### src/rtl/pwm_pkg.sv
// Shared types and constants for the multi-channel PWM generator.
// Defaults describe a 100 kHz PWM at 100 MHz with 12-bit signed duty samples.
package pwm_pkg;

  localparam int PWM_NCH    = 4;
  localparam int PWM_PERIOD = 1000;
  localparam int PWM_DW     = 12;
  localparam int PWM_DMIN   = 50;
  localparam int PWM_DMAX   = 900;

  // Duty counts are held wide enough for any period up to 2^16 clocks.
  localparam int DUTY_W = 16;

  typedef logic [DUTY_W-1:0]        duty_t;
  typedef logic signed [PWM_DW-1:0] sample_t;

  localparam int SAT_MAG  = 2 ** (PWM_DW - 1) - 1;
  localparam int DUTY_LO  = PWM_DMIN;
  localparam int DUTY_HI  = PWM_DMAX;

  function automatic int cnt_width(input int period);
    return (period > 1) ? $clog2(period) : 1;
  endfunction

  function automatic int sat_mag(input int dw);
    return 2 ** (dw - 1) - 1;
  endfunction

endpackage

### src/rtl/pwm_duty_conv.sv
// Combinational sample-to-duty conversion: saturating magnitude, scale to the
// period, truncate, then clamp into the allowed duty window.
module pwm_duty_conv
  import pwm_pkg::*;
#(
  parameter int PERIOD = PWM_PERIOD,
  parameter int DW     = PWM_DW,
  parameter int DMIN   = PWM_DMIN,
  parameter int DMAX   = PWM_DMAX
) (
  input  logic signed [DW-1:0] sample,
  output duty_t                duty
);

  localparam int PW = DW + DUTY_W;
  localparam logic signed [DW-1:0] MOST_NEG = {1'b1, {(DW-1){1'b0}}};
  localparam logic [DW-1:0]        MAG_SAT  = DW'(sat_mag(DW));

  function automatic logic [DW-1:0] sat_abs(input logic signed [DW-1:0] x);
    if (x == MOST_NEG) return MAG_SAT;
    if (x < 0) return $unsigned(-x);
    return $unsigned(x);
  endfunction

  function automatic duty_t clamp_duty(input logic [PW-1:0] d);
    if (d < PW'(DMIN)) return duty_t'(DMIN);
    if (d > PW'(DMAX)) return duty_t'(DMAX);
    return duty_t'(d);
  endfunction

  logic [DW-1:0] mag;
  logic [PW-1:0] scaled;

  assign mag    = sat_abs(sample);
  assign scaled = (PW'(mag) * PW'(PERIOD)) >> (DW - 1);
  assign duty   = clamp_duty(scaled);

endmodule

### src/rtl/multi_pwm_gen.sv
// Multi-channel PWM generator with per-channel pending/active duty registers
// updated only at the period wrap. Define PWM_PHASE_STAGGER_EN to spread phases.
module multi_pwm_gen
  import pwm_pkg::*;
#(
  parameter int NCH    = PWM_NCH,
  parameter int PERIOD = PWM_PERIOD,
  parameter int DW     = PWM_DW,
  parameter int DMIN   = PWM_DMIN,
  parameter int DMAX   = PWM_DMAX
) (
  input  logic                     clk,
  input  logic                     rst,
  input  logic                     s_valid,
  output logic                     s_ready,
  input  logic [$clog2(NCH)-1:0]   s_ch,
  input  logic signed [DW-1:0]     s_data,
  output logic [NCH-1:0]           pwm_out,
  output logic                     period_tick
);

  localparam int CW = cnt_width(PERIOD);
  localparam logic [CW-1:0] LAST = CW'(PERIOD - 1);
`ifdef PWM_PHASE_STAGGER_EN
  localparam bit STAGGER = 1'b1;
`else
  localparam bit STAGGER = 1'b0;
`endif

  logic [CW-1:0]  cnt;
  logic           wrap;
  logic           ch_ok;
  logic           accept;
  logic [NCH-1:0] pend_full;
  duty_t          pend   [NCH];
  duty_t          active [NCH];
  duty_t          conv_duty;

  // Per-channel counter: the global count advanced by the channel's phase offset.
  function automatic logic [CW-1:0] phase_cnt(input logic [CW-1:0] c, input int i);
    logic [CW:0] s;
    s = {1'b0, c} + (STAGGER ? (CW+1)'(i * (PERIOD / NCH)) : '0);
    if (s >= (CW+1)'(PERIOD)) s = s - (CW+1)'(PERIOD);
    return s[CW-1:0];
  endfunction

  assign wrap   = (cnt == LAST);
  assign ch_ok  = (int'(s_ch) < NCH);
  assign accept = s_valid && s_ready && ch_ok;

  always_comb begin
    s_ready = 1'b0;
    if (!rst) s_ready = ch_ok ? !pend_full[s_ch] : 1'b1;
  end

  pwm_duty_conv #(
    .PERIOD (PERIOD),
    .DW     (DW),
    .DMIN   (DMIN),
    .DMAX   (DMAX)
  ) u_conv (
    .sample (s_data),
    .duty   (conv_duty)
  );

  always_ff @(posedge clk) begin
    if (rst) begin
      cnt         <= '0;
      period_tick <= 1'b0;
    end else begin
      cnt         <= wrap ? '0 : cnt + 1'b1;
      period_tick <= wrap;
    end
  end

  // Commit at the wrap happens before the accept so a same-cycle accept stays pending.
  always_ff @(posedge clk) begin
    if (rst) begin
      pend_full <= '0;
      pwm_out   <= '0;
      for (int i = 0; i < NCH; i++) active[i] <= duty_t'(DMIN);
    end else begin
      for (int i = 0; i < NCH; i++) begin
        if (wrap && pend_full[i]) begin
          active[i]    <= pend[i];
          pend_full[i] <= 1'b0;
        end
        if (accept && int'(s_ch) == i) pend_full[i] <= 1'b1;
        pwm_out[i] <= (duty_t'(phase_cnt(cnt, i)) < active[i]);
      end
    end
  end

  always_ff @(posedge clk) begin
    for (int i = 0; i < NCH; i++) begin
      if (accept && int'(s_ch) == i) pend[i] <= conv_duty;
    end
  end

endmodule
### config.mk
export PLATFORM = sky130hd
export DESIGN_NAME = multi_pwm_gen
export DESIGN_NICKNAME = d
export VERILOG_FILES = /design/src/rtl/pwm_pkg.sv /design/src/rtl/pwm_duty_conv.sv /design/src/rtl/multi_pwm_gen.sv
export SDC_FILE = /design/constraint.sdc
export NUM_CORES = 1
export LEC_CHECK = 0
export BUFFER_PORTS_ARGS = -buffer_cell sky130_fd_sc_hd__buf_2
export CORE_MARGIN = 3
export CORE_UTILIZATION = 50
export CTS_CLUSTER_DIAMETER = 60
export DETAILED_ROUTE_END_ITERATION = 8
export GPL_ROUTABILITY_DRIVEN = 0
export GPL_TIMING_DRIVEN = 0
export PLACE_DENSITY = 0.66
export SYNTH_ARGS = -nofsm -noshare
export SYNTH_HDL_FRONTEND = slang
export SYNTH_SLANG_ARGS = --single-unit
### constraint.sdc
create_clock -name clk -period 11.65 [get_ports clk]
set_clock_uncertainty 0.2 [all_clocks]
set_input_delay 0.5825 -clock clk [delete_from_list [all_inputs] [get_ports clk]]
set_output_delay 0.5825 -clock clk [all_outputs]
set_load 0.02 [all_outputs]
After elaboration in Yosys (flattened, before gate mapping) --
Memory sizes are Yosys's and may differ from the RTL's. Cells that the tools add are included. W data, S select, Z words.
Word-level totals: flip-flop bits (word level) 19, RAM bits 128, input bits 17, memories 2
Memory list:
- active | depth 4, bits a word 16, rd ports 4, clocked after memory_dff 0, wr ports 4, line multi_pwm_gen.sv:36 | duty_t active [NCH];
- pend | depth 4, bits a word 16, rd ports 4, clocked after memory_dff 0, wr ports 1, line multi_pwm_gen.sv:35 | duty_t pend [NCH];
Cells by class: add/subtract/negate cells 3, multiply operators 1, $lt $le $gt $ge 9, eq/ne operators 5, muxes and demuxes 62, bitwise gates (word level) 4, reductions and logical operators 19
Operators with widths (number):
- $mux W16 | 11
- $lt A10 B16 Y1 | 4
- $mux W12 | 4
- $reduce_or A16 Y1 | 3
- $mux W1 | 41
- $mux W10 | 2
- $mul A12 B7 Y19 const B | 1
- $eq A12 B12 Y1 const B | 1
- $lt A12 B1 Y1 const B | 1
- $neg A12 Y12 | 1
- $gt A11 B10 Y1 const B | 1
- $lt A11 B6 Y1 const B | 1
- $add A10 B1 Y10 const B | 1
- $eq A10 B10 Y1 const B | 1
- $ge A10 B10 Y1 const B | 1
- $sub A10 B10 Y10 const B | 1
- $logic_and A1 B1 Y1 | 9
- $reduce_bool A2 Y1 | 4
- $mux W2 | 3
- $eq A2 B2 Y1 const B | 2
- $or A1 B1 Y1 | 4
- $lt A2 B3 Y1 const B | 1
- $bmux W1 S2 | 1
- $eq A2 B1 Y1 const B | 1
- 3 further kinds | 3

Longest topological paths before layout --
depth in word-level cells 14, gate-level depth with buffers 24, gate-level depth less buffers 22

Modules after synthesis --
Synthesis repeated with hierarchy kept, for this count alone.
Second synthesis, totals: cells, all modules 765, area, all modules 8912.3 um^2
Modules (own cells, without submodules):
- multi_pwm_gen | times used 1, cells each 440, area an instance 6185.9 um^2, seq. area each 4224.1 um^2
- pwm_duty_conv | times used 1, cells each 325, area an instance 2726.4 um^2, seq. area each 0.0 um^2

Worst setup path after synthesis --
Ideal clock, no wire load.
path kind in2reg, start point input port s_data[4], end point memory pend[0][1] (netlist name) (data pin), arrival time 6.535 ns, required time 11.164 ns, slack 4.629 ns, stages on the path 19, path buffers 1, cells stage by stage or4_4 -> or2_2 -> and3_1 -> o21ai_0 -> fa_1 -> inv_1 -> fa_1 -> fa_1 -> fa_1 -> inv_1 -> ha_1 -> clkbuf_1 -> nand3_1 -> or4b_2 -> o211ai_1 -> xnor2_1 -> o211ai_1 -> a21oi_1 -> o22ai_1
On the way: longest elaborated chain between the ends 14
RTL lines:
- start: declaration | line multi_pwm_gen.sv:17 | input logic signed [DW-1:0] s_data,
- $lt A12 B1 Y1 | line pwm_duty_conv.sv:21 | if (x < 0) return $unsigned(-x);
- $mux W1 (2 in series) | line pwm_duty_conv.sv:21
- $mux W12 | line pwm_duty_conv.sv:22 | return $unsigned(x);
- $mux W12 (*) | line pwm_duty_conv.sv:21
- $mul A12 B7 Y19 (*) | line pwm_duty_conv.sv:35 | assign scaled = (PW'(mag) * PW'(PERIOD)) >> (DW - 1);
- $gt A11 B10 Y1 | line pwm_duty_conv.sv:27 | if (d > PW'(DMAX)) return duty_t'(DMAX);
- $mux W1 (2 in series) | line pwm_duty_conv.sv:27
- $mux W16 | line pwm_duty_conv.sv:28 | return duty_t'(d);
- $mux W16 (*) | line pwm_duty_conv.sv:27
- net conv_duty[1] | line multi_pwm_gen.sv:37 | duty_t conv_duty;
- $mux W16 (no line) (2 in series)
- $mux W16 (no line) (*)
- end: declaration | line multi_pwm_gen.sv:35
The timed path passes the listed nets; every way through them passes the cells marked *. The select of a mux whose other input is x is not followed.

Final worst setup path --
start point input port s_data[0], end point memory pend[1][1] (netlist name) (data pin)
The elaborated chain is that of the path after synthesis.

==> results.md <==
- Commonest register cell after synthesis: edfxtp_1
- Pin count of the biggest net entering global routing: 20
- Area delta synth->final: 9.18%
- Worst slew pin tran: 1.13 ns
- Netlist Area Pre-Place: 0.00736 mm2
- Largest family of logic cells by synthesized area: adder cells
- Crit path from: s_data[0]
- Crit share post-route: 0.663
- Io pins: 23
- R2R Setup Slk: 8.42 ns
- Ys async rst share: 0
- PortBufs: 22
- Initial antenna violation count: 0
- Worst min path class: reg -> reg
- Vias in the first global route: 5164
- Flop and latch count out of synthesis: 107
- Clock Tree Buf Depth: 2
- Initial core utilization: 0.520
- Post-Synthesis Cells: 676
- Most frequent cells in the layout: inv_1 (100), edfxtp_1 (88), ha_1 (83)
- Commonest non-fill, non-tap cell in the layout: inv_1
- Die width: 127 um
- Vias: 4952
- Max H-tree Level: 3
- Mux share of post-synthesis cell area: 0.00442
- Die area: 0.0162 mm2
- Global route total overflow: 0
- RSZ-0062 raised after global routing: false
- Pins Over Slew Limit: 0
- Crit Path Class: in -> reg
- Setup TNS: 0 ns
- Post-Synth XOR/XNOR Area: 0.0309
- Slew headroom: 0.240
- Synth Area in Simple Gates: 0.128
- Req. time, crit path: 11.50 ns
- Worst min-delay path startpoint: cnt[9]
- Mean number of vias per cell: 5.51
- Post-synth EDFFs: 88
- Number of nets in the layout: 850
- CTS tree: built
- Post_cts resized: 0
- Finish-stage setup viols: 0
- Worst skew pair latency: 0.35 ns
- Worst-path clk slew: 0.07 ns
- CP Launch Type: primary input
- Hold Fails Final Rpt: 0
- Dpl hpwl: 11.9 mm
- Number of core rows: 43
- Post-synthesis sequential area ratio: 0.411
- CTS buffer count: 9
- Ranking of synthesized cells by area: edfxtp_1 (36%), ha_1 (14%), fa_1 (10%)
- Synth top area share: 0.359
- Fmax: 0.129 GHz
- 1st-iter DRT viols: 339
- Drt first pass iters: 4
- Top cell type by total area after synthesis: edfxtp_1
- Detail Route Antenna Nets: 0
- R2r startpoint: cnt[1]
- Crit path arrival time: 7.57 ns
- CORE AREA: 0.0141 mm2
- Avg Inst Size Synth: 10.9 um2
- Synth warn: 0
- First-pass GRT wire length: 25.0 mm
- Complex-gate fraction of the synthesized area: 0.123
- Max FO, Critical Path: 9
- Max-cap violation count: 0
- Post-CTS Setup Inserts: 0
- Drc violations: 0
- Netlist cell types: 62
- Layout cells sized above 1: 0.0794
- Clock Sinks: 107
- Cts hold-fix bufs: 0
- Setup crit end kind: flip-flop
- Adder-Cell Fraction of Synth Area: 0.242
- WL final: 14.7 mm
- N_diodes: 0
- Status: finished, final reports clean
- Die H: 127 um
- Final min period: 7.72 ns
- GRT Resource Usage Total: 0.195
- Routed len/inst: 16.3 um
- CTS root buf: clkbuf_16
## synthesized netlist by cell type (15+ instances only)
library cell and n:
ha_1 83, a21oi_1 26, and3_1 38, clkbuf_1 17, fa_1 37, a21o_1 34, inv_1 100, nor2_1 29
edfxtp_1 88, dfxtp_1 19, xor2_1 15, nand2b_1 19, nand2_1 30, o21ai_0 19
## kinds of logic (layout without fill, tap and decap cells)
| family | Yosys count | count (layout) |
|---|---|---|
| compound gates | 130 | 130 |
| other cells | 1 | 4 |
| buf+inv | 118 | 157 |
| fa+ha+maj | 120 | 120 |
| flops | 107 | 107 |
| mux | 2 | 2 |
| xor+xnor | 26 | 26 |
| simple gates | 172 | 172 |
## area by class of cell
class                      count  area (um2)
fill                        1230        6120
multi-input combinational    454        3910
sequential                   107        3020
inverter                     100         375
clock buffer                   9         225
tap                          180         225
timing repair buffer          23         121
clock inverter                 7        82.6
buffer                        18        75.1
## worst paths after layout
kind                                      to  depth (start not counted)
worst max-delay path              pend[1][1]                         24
worst min-delay path                  cnt[9]                          2
worst max register to register  active[0][3]                          7
worst min register to register        cnt[9]                          2
## state kept, by name (all words and copies together), names as in the netlist
register / count
pend_full: 4
period_tick: 1
cnt: 10
pend: 44
active: 44
pwm_out: 4
## metrics by stage
step | instances | cell area, um2 | utilization | hold slack (ns) | setup WS (ns)
finish | 898 | 8030 | 0.568 | 0.305 | 3.93
global route | 898 | 8030 | 0.568 | 0.337 | 3.39
CTS | 898 | 8030 | 0.568 | 0.315 | 3.87
detailed placement | 882 | 7730 | 0.546 | 0.298 | 3.50
global placement | 881 | 7700 | 0.545 | 0.285 | 3.61
floorplan | 679 | 7370 | - | 0.267 | 4.63
## per-layer routing
metal,GRT usage,vias up,routed length (um)
met5,0,-,0
met4,0.0808,0,461
met3,0.0301,29,448
met2,0.351,109,7580
met1,0.232,2368,6170
li1,-,2446,-
## worst max-delay path, stage by stage
cell and delay [ns]:
buf_2 0.11, inv_1 0.09, ha_1 0.19, or3b_2 0.47
or3_1 0.32, clkbuf_1 0.21, nand2_1 0.27, inv_1 0.11
fa_1 0.55, inv_1 0.07, fa_1 0.51, inv_1 0.05
fa_1 0.50, inv_1 0.05, fa_1 0.47, ha_1 0.40
a21oi_1 0.42, nand2_1 0.19, a2111oi_0 0.71, o21ai_1 0.23
xor2_1 0.29, o211ai_1 0.25, a21oi_1 0.29, o22ai_1 0.22
Power is not shown: default switching activity piles up to over one toggle a cycle in this logic, so the estimate is an artifact.
